### src/rtl/rob_client_arbiter_if.sv
// Client-side and ROB-side request/response signals of the ROB client arbiter.
// master is the arbiter's view; slave is the surrounding environment's view.
interface rob_client_arbiter_if #(
  parameter int NREQ    = 4,
  parameter int AWIDTH  = 40,
  parameter int DWIDTH  = 32,
  parameter int PWIDTH  = 32,
  parameter int IDWIDTH = 16
);
  logic [NREQ-1:0]        cl_req_val;
  logic [NREQ*AWIDTH-1:0] cl_req_addr;
  logic [NREQ*PWIDTH-1:0] cl_req_param;
  logic [NREQ-1:0]        cl_req_ready;
  logic [NREQ-1:0]        cl_rsp_val;
  logic [DWIDTH-1:0]      cl_rsp_data;
  logic [PWIDTH-1:0]      cl_rsp_param;
  logic [NREQ-1:0]        cl_rsp_ready;
  logic                   rob_req_val;
  logic [AWIDTH-1:0]      rob_req_addr;
  logic [IDWIDTH-1:0]     rob_req_ID;
  logic [PWIDTH-1:0]      rob_req_param;
  logic                   rob_req_ready;
  logic                   rob_rsp_val;
  logic [DWIDTH-1:0]      rob_rsp_data;
  logic [IDWIDTH-1:0]     rob_rsp_ID;
  logic [PWIDTH-1:0]      rob_rsp_param;
  logic                   rob_rsp_ready;
  logic                   err_id;
  logic                   err_orphan;

  modport master (
    input  cl_req_val, cl_req_addr, cl_req_param, cl_rsp_ready,
           rob_req_ready, rob_rsp_val, rob_rsp_data, rob_rsp_ID, rob_rsp_param,
    output cl_req_ready, cl_rsp_val, cl_rsp_data, cl_rsp_param,
           rob_req_val, rob_req_addr, rob_req_ID, rob_req_param, rob_rsp_ready,
           err_id, err_orphan
  );

  modport slave (
    output cl_req_val, cl_req_addr, cl_req_param, cl_rsp_ready,
           rob_req_ready, rob_rsp_val, rob_rsp_data, rob_rsp_ID, rob_rsp_param,
    input  cl_req_ready, cl_rsp_val, cl_rsp_data, cl_rsp_param,
           rob_req_val, rob_req_addr, rob_req_ID, rob_req_param, rob_rsp_ready,
           err_id, err_orphan
  );
endinterface

### src/rtl/rob_client_arbiter.sv
// Round-robin share of one ROB request port among NREQ credit-limited clients; zero-cycle accept,
// responses routed back in ID order through a source FIFO of {client, ID}.
module rob_client_arbiter #(
  parameter int NREQ     = 4,
  parameter int NWIDTH   = 2,
  parameter int SQ_DEPTH = 16,
  parameter int SQ_PTR   = 4,
  parameter int MAX_OUT  = 8,
  parameter int AWIDTH   = 40,
  parameter int DWIDTH   = 32,
  parameter int PWIDTH   = 32,
  parameter int IDWIDTH  = 16
) (
  input logic                clk,
  input logic                rst,
  rob_client_arbiter_if.master bus
);
  localparam int CW = $clog2(MAX_OUT + 1);
  localparam logic [CW-1:0]   CNT_MAX     = CW'(MAX_OUT);
  localparam logic [SQ_PTR:0] SQ_FULL_CNT = (SQ_PTR + 1)'(SQ_DEPTH);

  typedef enum logic {ARB, HOLD} state_e;

  state_e              state_q;
  logic [NWIDTH-1:0]   hold_g_q;
  logic [NWIDTH-1:0]   rr_ptr_q;
  logic [IDWIDTH-1:0]  id_cnt_q;
  logic [CW-1:0]       cnt_q [NREQ];
  logic [NWIDTH-1:0]   sq_client_q [SQ_DEPTH];
  logic [IDWIDTH-1:0]  sq_id_q [SQ_DEPTH];
  logic [SQ_PTR-1:0]   wr_ptr_q, rd_ptr_q;
  logic [SQ_PTR:0]     sq_cnt_q;
  logic                err_id_q, err_orphan_q;

  logic [NREQ-1:0]     elig, cnt_inc, cnt_dec;
  logic                rr_found;
  logic [NWIDTH-1:0]   rr_g, rr_idx, grant, dst;
  logic [IDWIDTH-1:0]  head_id;
  logic                sq_empty, sq_full;
  logic                req_val, req_fire, rsp_vis, rsp_ready, rsp_fire;

  assign sq_empty = (sq_cnt_q == '0);
  assign sq_full  = (sq_cnt_q == SQ_FULL_CNT);
  assign dst      = sq_client_q[rd_ptr_q];
  assign head_id  = sq_id_q[rd_ptr_q];

  always_comb begin
    elig = '0;
    for (int i = 0; i < NREQ; i++) begin
      elig[i] = bus.cl_req_val[i] && (cnt_q[i] != CNT_MAX);
    end
  end

  // First eligible client at or after rr_ptr, wrapping.
  always_comb begin
    rr_found = 1'b0;
    rr_g     = rr_ptr_q;
    rr_idx   = rr_ptr_q;
    for (int k = 0; k < NREQ; k++) begin
      rr_idx = NWIDTH'((int'(rr_ptr_q) + k) % NREQ);
      if (!rr_found && elig[rr_idx]) begin
        rr_found = 1'b1;
        rr_g     = rr_idx;
      end
    end
  end

  // A pending request keeps its grant until the ROB takes it.
  assign grant     = (state_q == HOLD) ? hold_g_q : rr_g;
  assign req_val   = !rst && !sq_full && ((state_q == HOLD) || rr_found);
  assign req_fire  = req_val && bus.rob_req_ready;
  assign rsp_vis   = !rst && bus.rob_rsp_val && !sq_empty;
  assign rsp_ready = !rst && !sq_empty && bus.cl_rsp_ready[dst];
  assign rsp_fire  = bus.rob_rsp_val && rsp_ready;

  always_comb begin
    cnt_inc = '0;
    cnt_dec = '0;
    for (int i = 0; i < NREQ; i++) begin
      cnt_inc[i] = req_fire && (grant == NWIDTH'(i));
      cnt_dec[i] = rsp_fire && (dst == NWIDTH'(i));
    end
  end

  assign bus.rob_req_val   = req_val;
  assign bus.rob_req_addr  = bus.cl_req_addr[grant*AWIDTH +: AWIDTH];
  assign bus.rob_req_param = bus.cl_req_param[grant*PWIDTH +: PWIDTH];
  assign bus.rob_req_ID    = id_cnt_q;
  assign bus.cl_req_ready  = req_fire ? (NREQ'(1) << grant) : '0;
  assign bus.cl_rsp_val    = rsp_vis ? (NREQ'(1) << dst) : '0;
  assign bus.cl_rsp_data   = bus.rob_rsp_data;
  assign bus.cl_rsp_param  = bus.rob_rsp_param;
  assign bus.rob_rsp_ready = rsp_ready;
  assign bus.err_id        = err_id_q;
  assign bus.err_orphan    = err_orphan_q;

  always_ff @(posedge clk) begin
    if (rst) begin
      state_q      <= ARB;
      hold_g_q     <= '0;
      rr_ptr_q     <= '0;
      id_cnt_q     <= '0;
      wr_ptr_q     <= '0;
      rd_ptr_q     <= '0;
      sq_cnt_q     <= '0;
      err_id_q     <= 1'b0;
      err_orphan_q <= 1'b0;
      for (int i = 0; i < NREQ; i++) cnt_q[i] <= '0;
    end else begin
      if (req_fire) begin
        state_q  <= ARB;
        rr_ptr_q <= NWIDTH'((int'(grant) + 1) % NREQ);
        id_cnt_q <= id_cnt_q + 1'b1;
        wr_ptr_q <= wr_ptr_q + 1'b1;
      end else if (req_val) begin
        state_q  <= HOLD;
        hold_g_q <= grant;
      end
      if (rsp_fire) begin
        rd_ptr_q <= rd_ptr_q + 1'b1;
        if (head_id != bus.rob_rsp_ID) err_id_q <= 1'b1;
      end
      if (bus.rob_rsp_val && sq_empty) err_orphan_q <= 1'b1;
      case ({req_fire, rsp_fire})
        2'b10:   sq_cnt_q <= sq_cnt_q + 1'b1;
        2'b01:   sq_cnt_q <= sq_cnt_q - 1'b1;
        default: sq_cnt_q <= sq_cnt_q;
      endcase
      for (int i = 0; i < NREQ; i++) begin
        if (cnt_inc[i] && !cnt_dec[i])      cnt_q[i] <= cnt_q[i] + 1'b1;
        else if (cnt_dec[i] && !cnt_inc[i]) cnt_q[i] <= cnt_q[i] - 1'b1;
      end
    end
  end

  always_ff @(posedge clk) begin
    if (req_fire) begin
      sq_client_q[wr_ptr_q] <= grant;
      sq_id_q[wr_ptr_q]     <= id_cnt_q;
    end
  end
endmodule

### src/flat_wrapper.sv
// flat-port wrapper written by rule: the top's interface ports become plain ports
module rob_client_arbiter_flat 
#(
  parameter int NREQ     = 4,
  parameter int NWIDTH   = 2,
  parameter int SQ_DEPTH = 16,
  parameter int SQ_PTR   = 4,
  parameter int MAX_OUT  = 8,
  parameter int AWIDTH   = 40,
  parameter int DWIDTH   = 32,
  parameter int PWIDTH   = 32,
  parameter int IDWIDTH  = 16
)
  (clk, rst, bus_cl_req_val, bus_cl_req_addr, bus_cl_req_param, bus_cl_rsp_ready, bus_rob_req_ready, bus_rob_rsp_val, bus_rob_rsp_data, bus_rob_rsp_ID, bus_rob_rsp_param, bus_cl_req_ready, bus_cl_rsp_val, bus_cl_rsp_data, bus_cl_rsp_param, bus_rob_req_val, bus_rob_req_addr, bus_rob_req_ID, bus_rob_req_param, bus_rob_rsp_ready, bus_err_id, bus_err_orphan);
  rob_client_arbiter_if #(.NREQ(NREQ), .AWIDTH(AWIDTH), .DWIDTH(DWIDTH), .PWIDTH(PWIDTH), .IDWIDTH(IDWIDTH)) bus_i ();
  input logic clk;
  input logic rst;
  input wire logic [$bits(bus_i.cl_req_val)-1:0] bus_cl_req_val;
  input wire logic [$bits(bus_i.cl_req_addr)-1:0] bus_cl_req_addr;
  input wire logic [$bits(bus_i.cl_req_param)-1:0] bus_cl_req_param;
  input wire logic [$bits(bus_i.cl_rsp_ready)-1:0] bus_cl_rsp_ready;
  input wire logic [$bits(bus_i.rob_req_ready)-1:0] bus_rob_req_ready;
  input wire logic [$bits(bus_i.rob_rsp_val)-1:0] bus_rob_rsp_val;
  input wire logic [$bits(bus_i.rob_rsp_data)-1:0] bus_rob_rsp_data;
  input wire logic [$bits(bus_i.rob_rsp_ID)-1:0] bus_rob_rsp_ID;
  input wire logic [$bits(bus_i.rob_rsp_param)-1:0] bus_rob_rsp_param;
  output wire logic [$bits(bus_i.cl_req_ready)-1:0] bus_cl_req_ready;
  output wire logic [$bits(bus_i.cl_rsp_val)-1:0] bus_cl_rsp_val;
  output wire logic [$bits(bus_i.cl_rsp_data)-1:0] bus_cl_rsp_data;
  output wire logic [$bits(bus_i.cl_rsp_param)-1:0] bus_cl_rsp_param;
  output wire logic [$bits(bus_i.rob_req_val)-1:0] bus_rob_req_val;
  output wire logic [$bits(bus_i.rob_req_addr)-1:0] bus_rob_req_addr;
  output wire logic [$bits(bus_i.rob_req_ID)-1:0] bus_rob_req_ID;
  output wire logic [$bits(bus_i.rob_req_param)-1:0] bus_rob_req_param;
  output wire logic [$bits(bus_i.rob_rsp_ready)-1:0] bus_rob_rsp_ready;
  output wire logic [$bits(bus_i.err_id)-1:0] bus_err_id;
  output wire logic [$bits(bus_i.err_orphan)-1:0] bus_err_orphan;
  assign bus_i.cl_req_val = bus_cl_req_val;
  assign bus_i.cl_req_addr = bus_cl_req_addr;
  assign bus_i.cl_req_param = bus_cl_req_param;
  assign bus_i.cl_rsp_ready = bus_cl_rsp_ready;
  assign bus_i.rob_req_ready = bus_rob_req_ready;
  assign bus_i.rob_rsp_val = bus_rob_rsp_val;
  assign bus_i.rob_rsp_data = bus_rob_rsp_data;
  assign bus_i.rob_rsp_ID = bus_rob_rsp_ID;
  assign bus_i.rob_rsp_param = bus_rob_rsp_param;
  assign bus_cl_req_ready = bus_i.cl_req_ready;
  assign bus_cl_rsp_val = bus_i.cl_rsp_val;
  assign bus_cl_rsp_data = bus_i.cl_rsp_data;
  assign bus_cl_rsp_param = bus_i.cl_rsp_param;
  assign bus_rob_req_val = bus_i.rob_req_val;
  assign bus_rob_req_addr = bus_i.rob_req_addr;
  assign bus_rob_req_ID = bus_i.rob_req_ID;
  assign bus_rob_req_param = bus_i.rob_req_param;
  assign bus_rob_rsp_ready = bus_i.rob_rsp_ready;
  assign bus_err_id = bus_i.err_id;
  assign bus_err_orphan = bus_i.err_orphan;
  rob_client_arbiter #(.NREQ(NREQ), .NWIDTH(NWIDTH), .SQ_DEPTH(SQ_DEPTH), .SQ_PTR(SQ_PTR), .MAX_OUT(MAX_OUT), .AWIDTH(AWIDTH), .DWIDTH(DWIDTH), .PWIDTH(PWIDTH), .IDWIDTH(IDWIDTH)) u_core (.clk(clk), .rst(rst), .bus(bus_i));
endmodule
### config.mk
export PLATFORM = sky130hd
export DESIGN_NAME = rob_client_arbiter_flat
export DESIGN_NICKNAME = d
export VERILOG_FILES = /design/src/rtl/rob_client_arbiter_if.sv /design/src/rtl/rob_client_arbiter.sv /design/src/flat_wrapper.sv
export SDC_FILE = /design/constraint.sdc
export NUM_CORES = 1
export LEC_CHECK = 0
export BUFFER_PORTS_ARGS = -buffer_cell sky130_fd_sc_hd__buf_2
export CAP_MARGIN = 20
export CORE_AREA = 2 2 210 212
export CTS_BUF_LIST = sky130_fd_sc_hd__clkbuf_2
export CTS_CLUSTER_SIZE = 40
export DETAILED_ROUTE_END_ITERATION = 8
export DIE_AREA = 0 0 212 214
export GPL_TIMING_DRIVEN = 1
export PLACE_DENSITY = 0.78
export SYNTH_ARGS = -nofsm -noshare
export SYNTH_HDL_FRONTEND = slang
export SYNTH_SLANG_ARGS = --single-unit
### constraint.sdc
create_clock -name clk -period 4.13 [get_ports clk]
set_input_delay 0.826 -clock clk [delete_from_list [all_inputs] [get_ports clk]]
set_output_delay 0.826 -clock clk [all_outputs]
set_load 0.05 [all_outputs]
== Word level (Yosys, flattened, before mapping) ==
Memory sizes are Yosys's and may differ from the RTL's. A register that Yosys moved wholly into a read port is not among the register bits.
Cells that the tools add are included.

* Input port bits: 380
* Memories kept: 3
* Logic and storage cells: 181
* RAM bits: 304
* Bits in registers: 36
* Output and inout port bits: 164

* Reductions and logical operators: 54
* Shift-type cells: 4
* $mul: 1
* Muxes and demuxes: 65
* $add $sub $neg: 17
* Bitwise gates (word level): 9
* $lt $le $gt $ge: 5
* Equality and inequality tests: 14

{| class="wikitable"
|+ Memory list
! name !! words !! bits a word !! rd ports !! clocked after Yosys merged registers in !! write ports !! RTL line !! source
|-
| u_core.sq_id_q || 16 || 16 || 1 || 1 || 1 || rob_client_arbiter.sv:30 || <nowiki>logic [IDWIDTH-1:0] sq_id_q [SQ_DEPTH];</nowiki>
|-
| u_core.sq_client_q || 16 || 2 || 1 || 1 || 1 || rob_client_arbiter.sv:29 || <nowiki>logic [NWIDTH-1:0] sq_client_q [SQ_DEPTH];</nowiki>
|-
| u_core.cnt_q || 4 || 4 || 4 || 0 || 4 || rob_client_arbiter.sv:28 || <nowiki>logic [CW-1:0] cnt_q [NREQ];</nowiki>
|}

{| class="wikitable"
|+ Operators by type and width
! operator !! number
|-
| 160-bit by 9-bit indexed part select with 40-bit output || 1
|-
| 128-bit by 8-bit indexed part select with 32-bit output || 1
|-
| 4-bit 2-to-1 mux || 14
|-
| 1-bit 2-to-1 mux || 41
|-
| 1-bit logical AND || 32
|-
| 4-bit by 1-bit adder with 4-bit output, second input constant || 6
|-
| 16-bit by 1-bit adder with 16-bit output, second input constant || 1
|-
| 16-bit != test || 1
|-
| 4-bit != test, second input constant || 4
|-
| 4-bit by 1-bit subtractor with 4-bit output, second input constant || 4
|-
| 2-bit by 3-bit < comparator with 1-bit output, second input constant || 5
|-
| 1-bit logical NOT || 14
|-
| 1-bit binary-select mux with 2-bit select || 5
|-
| 2-bit == test, second input constant || 5
|-
| 5-bit case mux with 2 select lines || 1
|-
| 2-bit 2-to-1 mux || 4
|-
| 1-bit OR || 8
|-
| 1-bit by 2-bit << shifter with 4-bit output, first input constant || 2
|-
| 2-bit by 1-bit == test with 1-bit output, second input constant || 3
|-
| 5-bit by 1-bit adder with 5-bit output, second input constant || 1
|-
| 5-bit == test, second input constant || 1
|-
| 5-bit logical NOT || 1
|-
| 2-bit by 3-bit multiplier with 5-bit output, second input constant || 1
|-
| 5-bit by 1-bit subtractor with 5-bit output, second input constant || 1
|-
| other kinds (8) || 12
|}

== Logic depth before layout (Yosys ltp) ==
An unclocked memory read counts as a cell.

* Word-level depth: 26
* Gate-level depth with buffers: 19
* Mapped depth without buffers: 17

== Worst setup path before layout ==
Ideal clock, no wire load.

* Kind: flip-flop to flip-flop
* From: reg with a tool-made name
* To: mem u_core.cnt_q[0][3] in the netlist's numbering, data pin
* Slack: 0.056 ns
* Arrival: 3.942 ns
* Buffers on the path: 1
* Library setup time: 0.132 ns
* Clock period less this slack: 4.074 ns
* Stages on the path, launching flop included: 15
* Data required time: 3.998 ns
* Path through: dfxtp_1 buf_2 mux4_2 nand2b_1 nand2_1 o21a_1 nor3_1 nand3_1 inv_1 ha_1 a21o_1 a21oi_1 xnor2_1 or3_1 nand2_1

{| class="wikitable"
|+ RTL lines
! element !! RTL line
|-
| end, declared || rob_client_arbiter.sv:28
|}

==> results.sh <==
export IMPL_status="complete, but fails checks"
export IMPL_violations="negative setup slack"
export IMPL_gp_congestion=1.13
export IMPL_fin_cells=2539
export IMPL_root_buffer="clkbuf_2"
export IMPL_area_growth_pct=39.4
export IMPL_ys_warnings_count=0
export IMPL_port_buffers=415
export IMPL_cts_tree="yes"
export IMPL_ys_seq_elements=344
export IMPL_drt_wl_total_um=72000
export IMPL_grt_usage_pct=30.8
export IMPL_synth_area_mm2=0.0172
export IMPL_synth_top_area_share_pct=53.2
export IMPL_holdWs_ns=0.227
export IMPL_syn_num_nets=1806
export IMPL_via_per_inst=5.60
export IMPL_clkTransAtPathRegs_ns=0.10
export IMPL_cts_hold_buf=0
export IMPL_fin_area_mm2=0.0239
export IMPL_critPathLaunchType="flip-flop"
export IMPL_syn_inst=1404
export IMPL_post_route_period_util_pct=109
export IMPL_hp_class="in -> reg"
export IMPL_async_reset_ff_share_pct=0
export IMPL_grt_pass1_vias=14378
export IMPL_worstSetupPathType="reg -> out"
export IMPL_power_uw=9670
export IMPL_io_pins=544
export IMPL_fmax_ghz=0.222
export IMPL_peakVddDrop_mv=0.168
export IMPL_layout_min_cycle_time_ns=4.51
export IMPL_final_setup_viol_count=76
export IMPL_required_ns=3.30
export IMPL_maxSlewViolCount=0
export IMPL_grt_pass1_wl_um=98300
export IMPL_wl_per_cell_um=28.4
export IMPL_dpl_cell_area_mm2=0.0203
export IMPL_drive_above_1_share_pct=49.4
export IMPL_drt_iter0_markers=1321
export IMPL_fp_dieW_um=212
export IMPL_cp_end_kind="primary output"
export IMPL_maxSlewHeadroom_pct=47.1
export IMPL_final_cell_mix="buf_2 (338), edfxtp_1 (304), nand2_1 (250), clkbuf_2 (112), buf_4 (86)"
export IMPL_route_detailed_drc=0
export IMPL_synth_avg_cell_area_um2=12.2
export IMPL_dp_cells=2317
export IMPL_ys_types=54
export IMPL_numCtsBuffers=77
export IMPL_finalHoldViolations=0
export IMPL_p_leak_uw=0.00958
export IMPL_vias=14215
export IMPL_grt_max_degree=50
export IMPL_ant_nets=0
export IMPL_setup_slack_ns=-0.378
export IMPL_grt_overflow=0
export IMPL_cp_data_arrival_time_ns=3.68
export IMPL_clock_latency_ns=0.90
export IMPL_yosysTopAreaCell="edfxtp_1"
export IMPL_final_common_cell="buf_2"
export IMPL_grt_antenna_before_repair=10
export IMPL_die_area_mm2=0.0454
export IMPL_dr_pass1_iters=6
export IMPL_tightest_slew_ns=0.793
export IMPL_coreArea_mm2=0.0429
export IMPL_synth_area_leaders="edfxtp_1 (53%), mux4_2 (9.6%), nand2_1 (6.9%)"
export IMPL_cts_max_level=3
export IMPL_rsz0062_at_grt="yes"
export IMPL_rows=76
export IMPL_synthFlopType="edfxtp_1"
export IMPL_critPathMaxFanout=11
export IMPL_hpwlAfterDp_um=49700
export IMPL_synth_edf_count=304
export IMPL_clk_path_buf_depth=3
export IMPL_cts_sinks=344
export IMPL_cap_violations=0
export IMPL_start_util_pct=40.0
export IMPL_layout_nets=2294
export IMPL_power_density_mw_per_mm2=404
export IMPL_seq_area_frac_synth_pct=57.9
export IMPL_worst_clock_skew_ns=0.0518
export IMPL_place_ws_ns=-0.0862
export IMPL_die_y_um=214
[cell families (layout without fill, tap and decap cells)]
| kind of cell | count (synthesis) | count (layout) | share of synthesized area, % |
|---|---|---|---|
| AOI/OAI and AO/OA | 164 | 164 | 6.43 |
| DFF | 344 | 344 | 57.9 |
| buffers and inverters | 185 | 730 | 5.96 |
| muxes | 99 | 99 | 11.1 |
| and+or+nand+nor | 542 | 542 | 14.4 |
| adders and majority gates | 22 | 22 | 1.78 |
| xor gates and xnor gates | 48 | 48 | 2.45 |
| other | 0 | 5 | 0 |
[metrics by stage]
step           TNS (ns)  utilization [%]
5_1_grt          -29.37             55.8
4_1_cts          -15.61             53.9
3_3_place_gp    -0.0881             47.4
6_report         -20.58             55.8
2_1_floorplan         0                -
3_5_place_dp    -0.0862             47.4
[sequential cells by signal, summed over array words and instances (netlist names), named ones only]
| name | cells |
|---|---|
| u_core.bus.err_id | 1 |
| u_core.bus.err_orphan | 1 |
| u_core.bus.rob_req_ID | 16 |
| u_core.cnt_q | 16 |
| u_core.hold_g_q | 2 |
| u_core.rd_ptr_q | 4 |
| u_core.rr_ptr_q | 2 |
| u_core.sq_client_q | 32 |
| u_core.sq_cnt_q | 5 |
| u_core.sq_id_q | 256 |
| u_core.state_q | 1 |
| u_core.wr_ptr_q | 4 |
[metal layers]
metal / share of wire, % / routed length (µm) / global-route usage, %
met5: 0.25 / 177 / 2.26
met2: 48 / 34300 / 49.6
met3: 11 / 8120 / 10.1
met4: 5.9 / 4220 / 17.0
met1: 35 / 25200 / 36.1
[path summary, 6_finish.rpt]
check / startpoint / end / slack, ns / depth (start not counted)
max: u_core.cnt_q[0][1] / bus_rob_req_addr[15] / -0.38 / 13
min: bus_rob_rsp_val / u_core.bus.err_orphan / 0.23 / 3
min reg2reg: u_core.rd_ptr_q[3] / flip-flop / 0.47 / 1
max reg2reg: u_core.cnt_q[0][1] / u_core.sq_cnt_q[4] / 0.29 / 18
[worst max-delay path, cell delays in order (launching register included)]
cell and delay (ns):
edfxtp_1 0.45, o41ai_4 0.42, buf_4 0.17, buf_4 0.13
o22ai_1 0.09, a21oi_1 0.22, a22oi_2 0.10, buf_6 0.16
buf_12 0.14, buf_4 0.19, and3_1 0.16, a31oi_1 0.19
buf_4 0.21, buf_12 0.15
[what timing repair did]
item | in CTS | in global routing
pin swaps | 41 | 55
buffers inserted | 48 | 20
cloned | 16 | 3
endpoints found under the setup margin | 77 | 79
resized for setup | 266 | 132
[cell type report]
class | count | area [µm²]
Clock inverter | 24 | 151
Fill cell | 3428 | 19000
Sequential cell | 344 | 9940
Timing Repair inverter | 1 | 11.3
Antenna cell | 5 | 12.5
Timing Repair Buffer | 562 | 4800
Tap cell | 585 | 732
Clock buffer | 112 | 561
Inverter | 31 | 134
Multi-Input combinational cell | 875 | 7580
[synthesized netlist by cell type (all sizes together), types with 31 or more instances]
master,n
a31oi,73
nor2,58
edfxtp,304
and3,80
a21oi,36
buf,107
inv,31
nand2,318
dfxtp,40
clkbuf,47
mux4,73
[power breakdown]
| part | switching (µW) | internal, µW |
|---|---|---|
| sequential | 41.3 | 3800 |
| combinational | 2090 | 1610 |
| clock | 1280 | 851 |
Power figures use the tool's default switching activity.
